==> config.mk <==
export PLATFORM = sky130hd
export DESIGN_NAME = pc_unit
export DESIGN_NICKNAME = d
export VERILOG_FILES = /design/src/rtl/pc_unit.sv
export SDC_FILE = /design/constraint.sdc
export NUM_CORES = 1
export LEC_CHECK = 0
export ABC_AREA = 1
export ABC_CLOCK_PERIOD_IN_PS = 2700
export CAP_MARGIN = 30
export CORE_AREA = 2 2 60 62
export DETAILED_ROUTE_END_ITERATION = 12
export DIE_AREA = 0 0 62 64
export PLACE_DENSITY_LB_ADDON = 0.05
export RECOVER_POWER = 100
export SLEW_MARGIN = 20
export SYNTH_ARGS = -nofsm -noshare
export SYNTH_HDL_FRONTEND = slang
export SYNTH_SLANG_ARGS = --single-unit
==> constraint.sdc <==
create_clock -name clk_i -period 2.7 [get_ports clk_i]
set_clock_uncertainty 0.2 [all_clocks]
set_input_delay 0.54 -clock clk_i [delete_from_list [all_inputs] [get_ports clk_i]]
set_output_delay 0.54 -clock clk_i [all_outputs]
set_load 0.05 [all_outputs]
==> src/rtl/pc_unit.sv <==
// -----------------------------------------------------------------------------
// pc_unit -- registered next-program-counter generator.
//
// Every rising clk_i edge, the unit loads one new PC value into a register.
// The value is chosen from the current PC (pc_i) and the control inputs, in
// this order of priority:
//   rst_i     : 0
//   start_i   : startadd_i
//   branchf_i : pc_i + target_i + 1
//   branchb_i : pc_i - target_i + 1
//   otherwise : pc_i + 1
// All arithmetic wraps modulo 2^AW. There is no flag for overflow or underflow.
// There is no handshake and no stall: the register updates on every edge.
//
// Ports
//   clk_i       in   1   clock; all state changes on its rising edge
//   rst_i       in   1   synchronous active-high reset (pc_o -> 0)
//   pc_i        in   AW  current PC, the base for next-PC arithmetic
//   start_i     in   1   load startadd_i
//   startadd_i  in   AW  start address
//   branchf_i   in   1   forward branch by target_i
//   branchb_i   in   1   backward branch by target_i
//   target_i    in   AW  unsigned branch offset
//   pc_o        out  AW  registered next PC (driven straight from a flop)
// -----------------------------------------------------------------------------
module pc_unit #(
  parameter int AW = 8
) (
  input  logic          clk_i,
  input  logic          rst_i,
  input  logic [AW-1:0] pc_i,
  input  logic          start_i,
  input  logic [AW-1:0] startadd_i,
  input  logic          branchf_i,
  input  logic          branchb_i,
  input  logic [AW-1:0] target_i,
  output logic [AW-1:0] pc_o
);

  localparam logic [AW-1:0] ONE = {{(AW-1){1'b0}}, 1'b1};

  logic [AW-1:0] pc_reg;
  logic [AW-1:0] pc_next;
  logic [AW-1:0] fwd_pc;
  logic [AW-1:0] bwd_pc;
  logic [AW-1:0] inc_pc;

  // Candidate next PCs. Each result is truncated to AW bits, so wrap-around
  // happens with no extra logic.
  assign fwd_pc = pc_i + target_i + ONE;
  assign bwd_pc = pc_i - target_i + ONE;
  assign inc_pc = pc_i + ONE;

  // Next-PC selection. Start has the highest priority. A forward branch beats
  // a backward branch when both are asserted.
  always_comb begin
    pc_next = inc_pc;
    if (start_i) begin
      pc_next = startadd_i;
    end else if (branchf_i) begin
      pc_next = fwd_pc;
    end else if (branchb_i) begin
      pc_next = bwd_pc;
    end
  end

  // Reset overrides every other input on the edge where it is sampled.
  always_ff @(posedge clk_i) begin
    if (rst_i) begin
      pc_reg <= '0;
    end else begin
      pc_reg <= pc_next;
    end
  end

  assign pc_o = pc_reg;

endmodule

* Word level (Yosys, flattened, before mapping)
Index checks and enable logic that the tools add are counted.
Word-level totals: register bits after elaboration 8, output and inout bits 8, logic and storage cells 9
Cells by class: multiplexer cells 3, $add $sub $neg 5
Operator list (count):
- 8-bit by 1-bit adder with 8-bit output, second input constant | 3
- 8-bit two-way mux | 3
- 8-bit adder | 1
- 8-bit subtractor | 1

* Logic depth before layout (Yosys ltp)
depth after elaboration 5, mapped depth 14, depth with buffers taken out 14

* Worst setup path before layout
No wires, ideal clock.
kind in2reg, start point input port pc_i[1], end point register pc_reg[7], in the netlist pc_o[7], arrival time 2067 ps, stages on the path 14, library setup time 66 ps, slack 367 ps, required time 2434 ps, cell sequence inv_1 ha_1 inv_1 ha_1 fa_1 nand2_1 nand2_2 nand3_2 nand2_1 nand2_1 nand3_1 nand3_2 nand2_1 a21oi_2
On the way: cells in the longest elaborated chain, start to end 5, elaborated cells between the ends (all ways) 8
Ends and longest elaborated chain:
- start: declaration | RTL line 31 | input logic [AW-1:0] pc_i,
- 8-bit subtractor | RTL line 51 | assign bwd_pc = pc_i - target_i + ONE;
- 8-bit by 1-bit adder with 8-bit output | RTL line 51
- 8-bit two-way mux | RTL line 62 | end else if (branchb_i) begin
- 8-bit two-way mux (*) | RTL line 60 | end else if (branchf_i) begin
- 8-bit two-way mux (*) | RTL line 58 | if (start_i) begin
- end signal: assignment | RTL line 72 | pc_reg <= pc_next;
- end: declaration | RTL line 42 | logic [AW-1:0] pc_reg;
Mark *: on every way between the ends. The rest lies on a longest branch, timed or not. A chain may end at the register's enable or synchronous reset.

* Worst setup path in the final report
start point input port target_i[1], end point register pc_reg[7], in the netlist pc_o[7]
On the way: cells in the longest elaborated chain, start to end 5, elaborated cells between the ends (all ways) 7
Ends and longest elaborated chain:
- start: declaration | RTL line 36 | input logic [AW-1:0] target_i,
- 8-bit subtractor | RTL line 51
- 8-bit by 1-bit adder with 8-bit output | RTL line 51
- 8-bit two-way mux | RTL line 62
- 8-bit two-way mux (*) | RTL line 60
- 8-bit two-way mux (*) | RTL line 58
Marks and branches as above.

==> results.md <==
* # hold bufs at CTS at 0
* Netlist cell types at 25
* Worst hold slack at roughly 0.73 ns
* Fin cells at 310
* Avg WL per Cell at 11.5 um
* Yosys warnings at 0
* Minimum clock period at roughly 2.6 ns
* Min-delay src: startadd_i[3]
* Seq cells post-synth at 8
* Max reg flops at 8
* Tot Pwr at just under 600 uW
* Initial antenna violation count at 0
* Clock Path Buffers at 2
* Clk network pwr share at between 10% and 20%
* Share of post-route cells with drive strength above 1 at 18.9%
* Io pins at 37
* Antenna Violating Nets Remaining at 0
* CTS tree: built
* Fill cells at about 340
* Die height at approximately 64 um
* Vias in the first global route at 1,412
* Share of power burned in registers at between 20 and 25%
* P_int at roughly 340 uW
* Switch share at 41.9%
* Core ar. at 3280 um2
* Initial core utilization at about two fifths
* Worst vdd ir at ~0.00013 V
* Placed insts at about 300
* Worst Hold Path EP: pc_o[3]$_SDFF_PP0_
* Largest net degree at the start of global routing at 17
* Fin nets at 318
* Switching power at 247 uW
* Achievable Freq at around 0.38 GHz
* Buffers on Ports at 36
* Synthesized cell area at roughly 1300 um2
* RSZ-0062 raised after global routing: false
* Router iterations before antenna repair at 4
* Status: complete, no violations
* Register Area at 160 um2
* Antenna diodes at 0
* H-tree Lvls at 1
* Hold Vio Cnt, Final at 0
* Hold WC Path Type: in -> reg
* Setup Crit Path Kind: in -> reg
* Total die area at slightly below 4000 um2
* Area growth from synthesis to final layout at 47.2%
* Clock transition at path regs at 0.06 ns
* Post-Syn Instances at about 210
* Crit path capture type: flop
* End-of-flow core utilization at slightly below 60%
* Least-Margin Pin Slew at 0.508 ns
* Vias at approximately 1,400
* Startpoint types: input port
* Post-CTS Resized at 0
* Iter 0 DRT Violations at 50
* DRC Markers at 0
* Die W at 62 um
* Worst hold stages at 3
* Post-synthesis sequential area ratio at between 10% and 20%
* Worst Path Arrival at roughly 2.6 ns
* Via-per-instance ratio at around 4.6
* Post-Route WL at 3.57 mm
* # setup viols final at 0
* Comb power frac at a little over three fifths
* Max Slew Vio Count at 0
* Max-cap viol count at 0
* Lkg Pwr at approximately 1 nW
* Crit share post-route at between 90% and 100%
* Wire length of the first global-routing pass at around 6 mm
* Total Routing Usage GR at between 10% and 20%
* Syn Nets at 260
* Post-CTS Setup Repair Bufs at 0
* Cts bufs inserted at 3
* Max Fanout on Critical Path at 3
* Slew margin rel. at between 60 and 70%
* Placer's final routability congestion estimate at roughly 0.8
* Root Buffer: clkbuf_4
* Post-DP HPWL at 2.92 mm
* Area of the multi-input gates at about 1000 um2
* Crit path required time at roughly 2.7 ns
* Clock sink count at 8
* Mean Syn Cell Area at around 6.2 um2
* Row Count at 21
* Gr ovfl total at 0
* Pwr dens at approximately 310 nW/um2
-- kinds of logic after synthesis --
logic type,after synthesis,synth area share [%]
simple gates,94,33.3
xor+xnor,3,2.03
flops,8,12.4
fa+ha+maj,23,23.4
buf+inv,41,12.5
compound gates,39,16.4
-- power by group through the flow --
| stage | clock (mW) | sequential [mW] | combinational, mW |
|---|---|---|---|
| after CTS | 0.0909 | 0.132 | 0.364 |
| after floorplan | 0 | 0.172 | 0.177 |
| after global placement | 0 | 0.134 | 0.361 |
| after detailed placement | 0 | 0.134 | 0.362 |
| final | 0.0885 | 0.131 | 0.370 |
| after global routing | 0.0985 | 0.132 | 0.416 |
-- per-layer routing --
layer	routed length, um	share of wire [%]	vias up	global-route usage [%]
met2	1700	48	37	34.5
met1	1700	48	608	25.1
li1	-	-	792	-
met3	172	4.8	2	2.23
met4	4	0.11	0	1.60
met5	0	0	-	0
-- cell type report --
| class | count | share of cell area (%) |
|---|---|---|
| repair buffers | 56 | 26.9 |
| multi-input cells | 159 | 53.0 |
| clock buffers | 3 | 1.18 |
| well taps | 46 | 3.02 |
| inverters | 38 | 7.49 |
| flip-flops and latches | 8 | 8.41 |
-- Yosys cell counts --
library cell | n | area [um2]
dfxtp_1 | 8 | 160
nand3_1 | 24 | 120
o21ai_0 | 12 | 60.1
o221ai_1 | 1 | 8.76
a21oi_2 | 2 | 17.5
nand2_1 | 47 | 176
nor2_2 | 2 | 12.5
buf_4 | 2 | 15.0
o21ai_1 | 5 | 25.0
nand3_2 | 4 | 40.0
a21o_1 | 1 | 7.51
and3_1 | 1 | 6.26
buf_1 | 1 | 3.75
nor2_1 | 10 | 37.5
nand2_2 | 3 | 18.8
inv_2 | 8 | 30.0
a21oi_1 | 16 | 80.1
o21bai_1 | 1 | 7.51
inv_1 | 28 | 105
nand4_1 | 3 | 18.8
ha_1 | 21 | 263
fa_1 | 2 | 40.0
xor2_1 | 3 | 26.3
clkinv_1 | 2 | 7.51
a31oi_1 | 1 | 6.26
-- layout by cell type, fill, tap and decap left out --
cell | Yosys | layout
nand2_2 | 3 | 4
a21o_1 | 1 | 1
a31oi_1 | 1 | 1
and3_1 | 1 | 1
fa_2 | 0 | 1
nor2_2 | 2 | 2
ha_2 | 0 | 2
clkinv_1 | 2 | 2
inv_1 | 28 | 28
dlymetal6s2s_1 | 0 | 1
ha_4 | 0 | 1
buf_4 | 2 | 20
clkdlybuf4s50_1 | 0 | 26
nand3_1 | 24 | 22
nand2_1 | 47 | 46
dfxtp_1 | 8 | 8
o21bai_1 | 1 | 1
clkbuf_4 | 0 | 3
o21ai_1 | 5 | 5
nand3_2 | 4 | 6
o21ai_0 | 12 | 12
fa_1 | 2 | 1
a21oi_1 | 16 | 15
inv_2 | 8 | 8
nand4_1 | 3 | 3
xor2_1 | 3 | 3
nor2_1 | 10 | 10
a21oi_2 | 2 | 3
dlygate4sd3_1 | 0 | 9
ha_1 | 21 | 18
o221ai_1 | 1 | 1
-- worst max-delay path, stage by stage --
cell,delay [ns]
clkdlybuf4s50_1,0.44
ha_1,0.29
inv_1,0.05
ha_2,0.19
fa_2,0.38
nand2_2,0.08
nand2_2,0.07
nand3_2,0.08
nand2_1,0.05
nand2_1,0.10
nand3_2,0.09
nand3_2,0.07
nand2_1,0.06
a21oi_2,0.10
-- how the worst max path moves through the flow --
stage | startpoint | depth (start not counted) | slack, ns | endpoint
after floorplan | pc_i[1] | 14 | 0.37 | pc_o[7]$_SDFF_PP0_
after global routing | target_i[1] | 14 | 0.01 | pc_o[7]$_SDFF_PP0_
after CTS | pc_i[1] | 15 | 0.01 | pc_o[7]$_SDFF_PP0_
after global placement | pc_i[1] | 15 | -0.20 | pc_o[7]$_SDFF_PP0_
after detailed placement | pc_i[1] | 15 | -0.24 | pc_o[7]$_SDFF_PP0_
final | target_i[1] | 14 | 0.1 | pc_o[7]$_SDFF_PP0_
-- metrics by stage --
stage	TNS, ns	worst slack (ns)	area (um2)
after floorplan	0	0.367	1290
after global placement	-0.555	-0.196	1840
after detailed placement	-0.679	-0.238	1840
after CTS	0	0.0105	1870
after global routing	0	0.0113	1900
final	0	0.0970	1900
No activity file was read; power rests on OpenSTA's default activity.
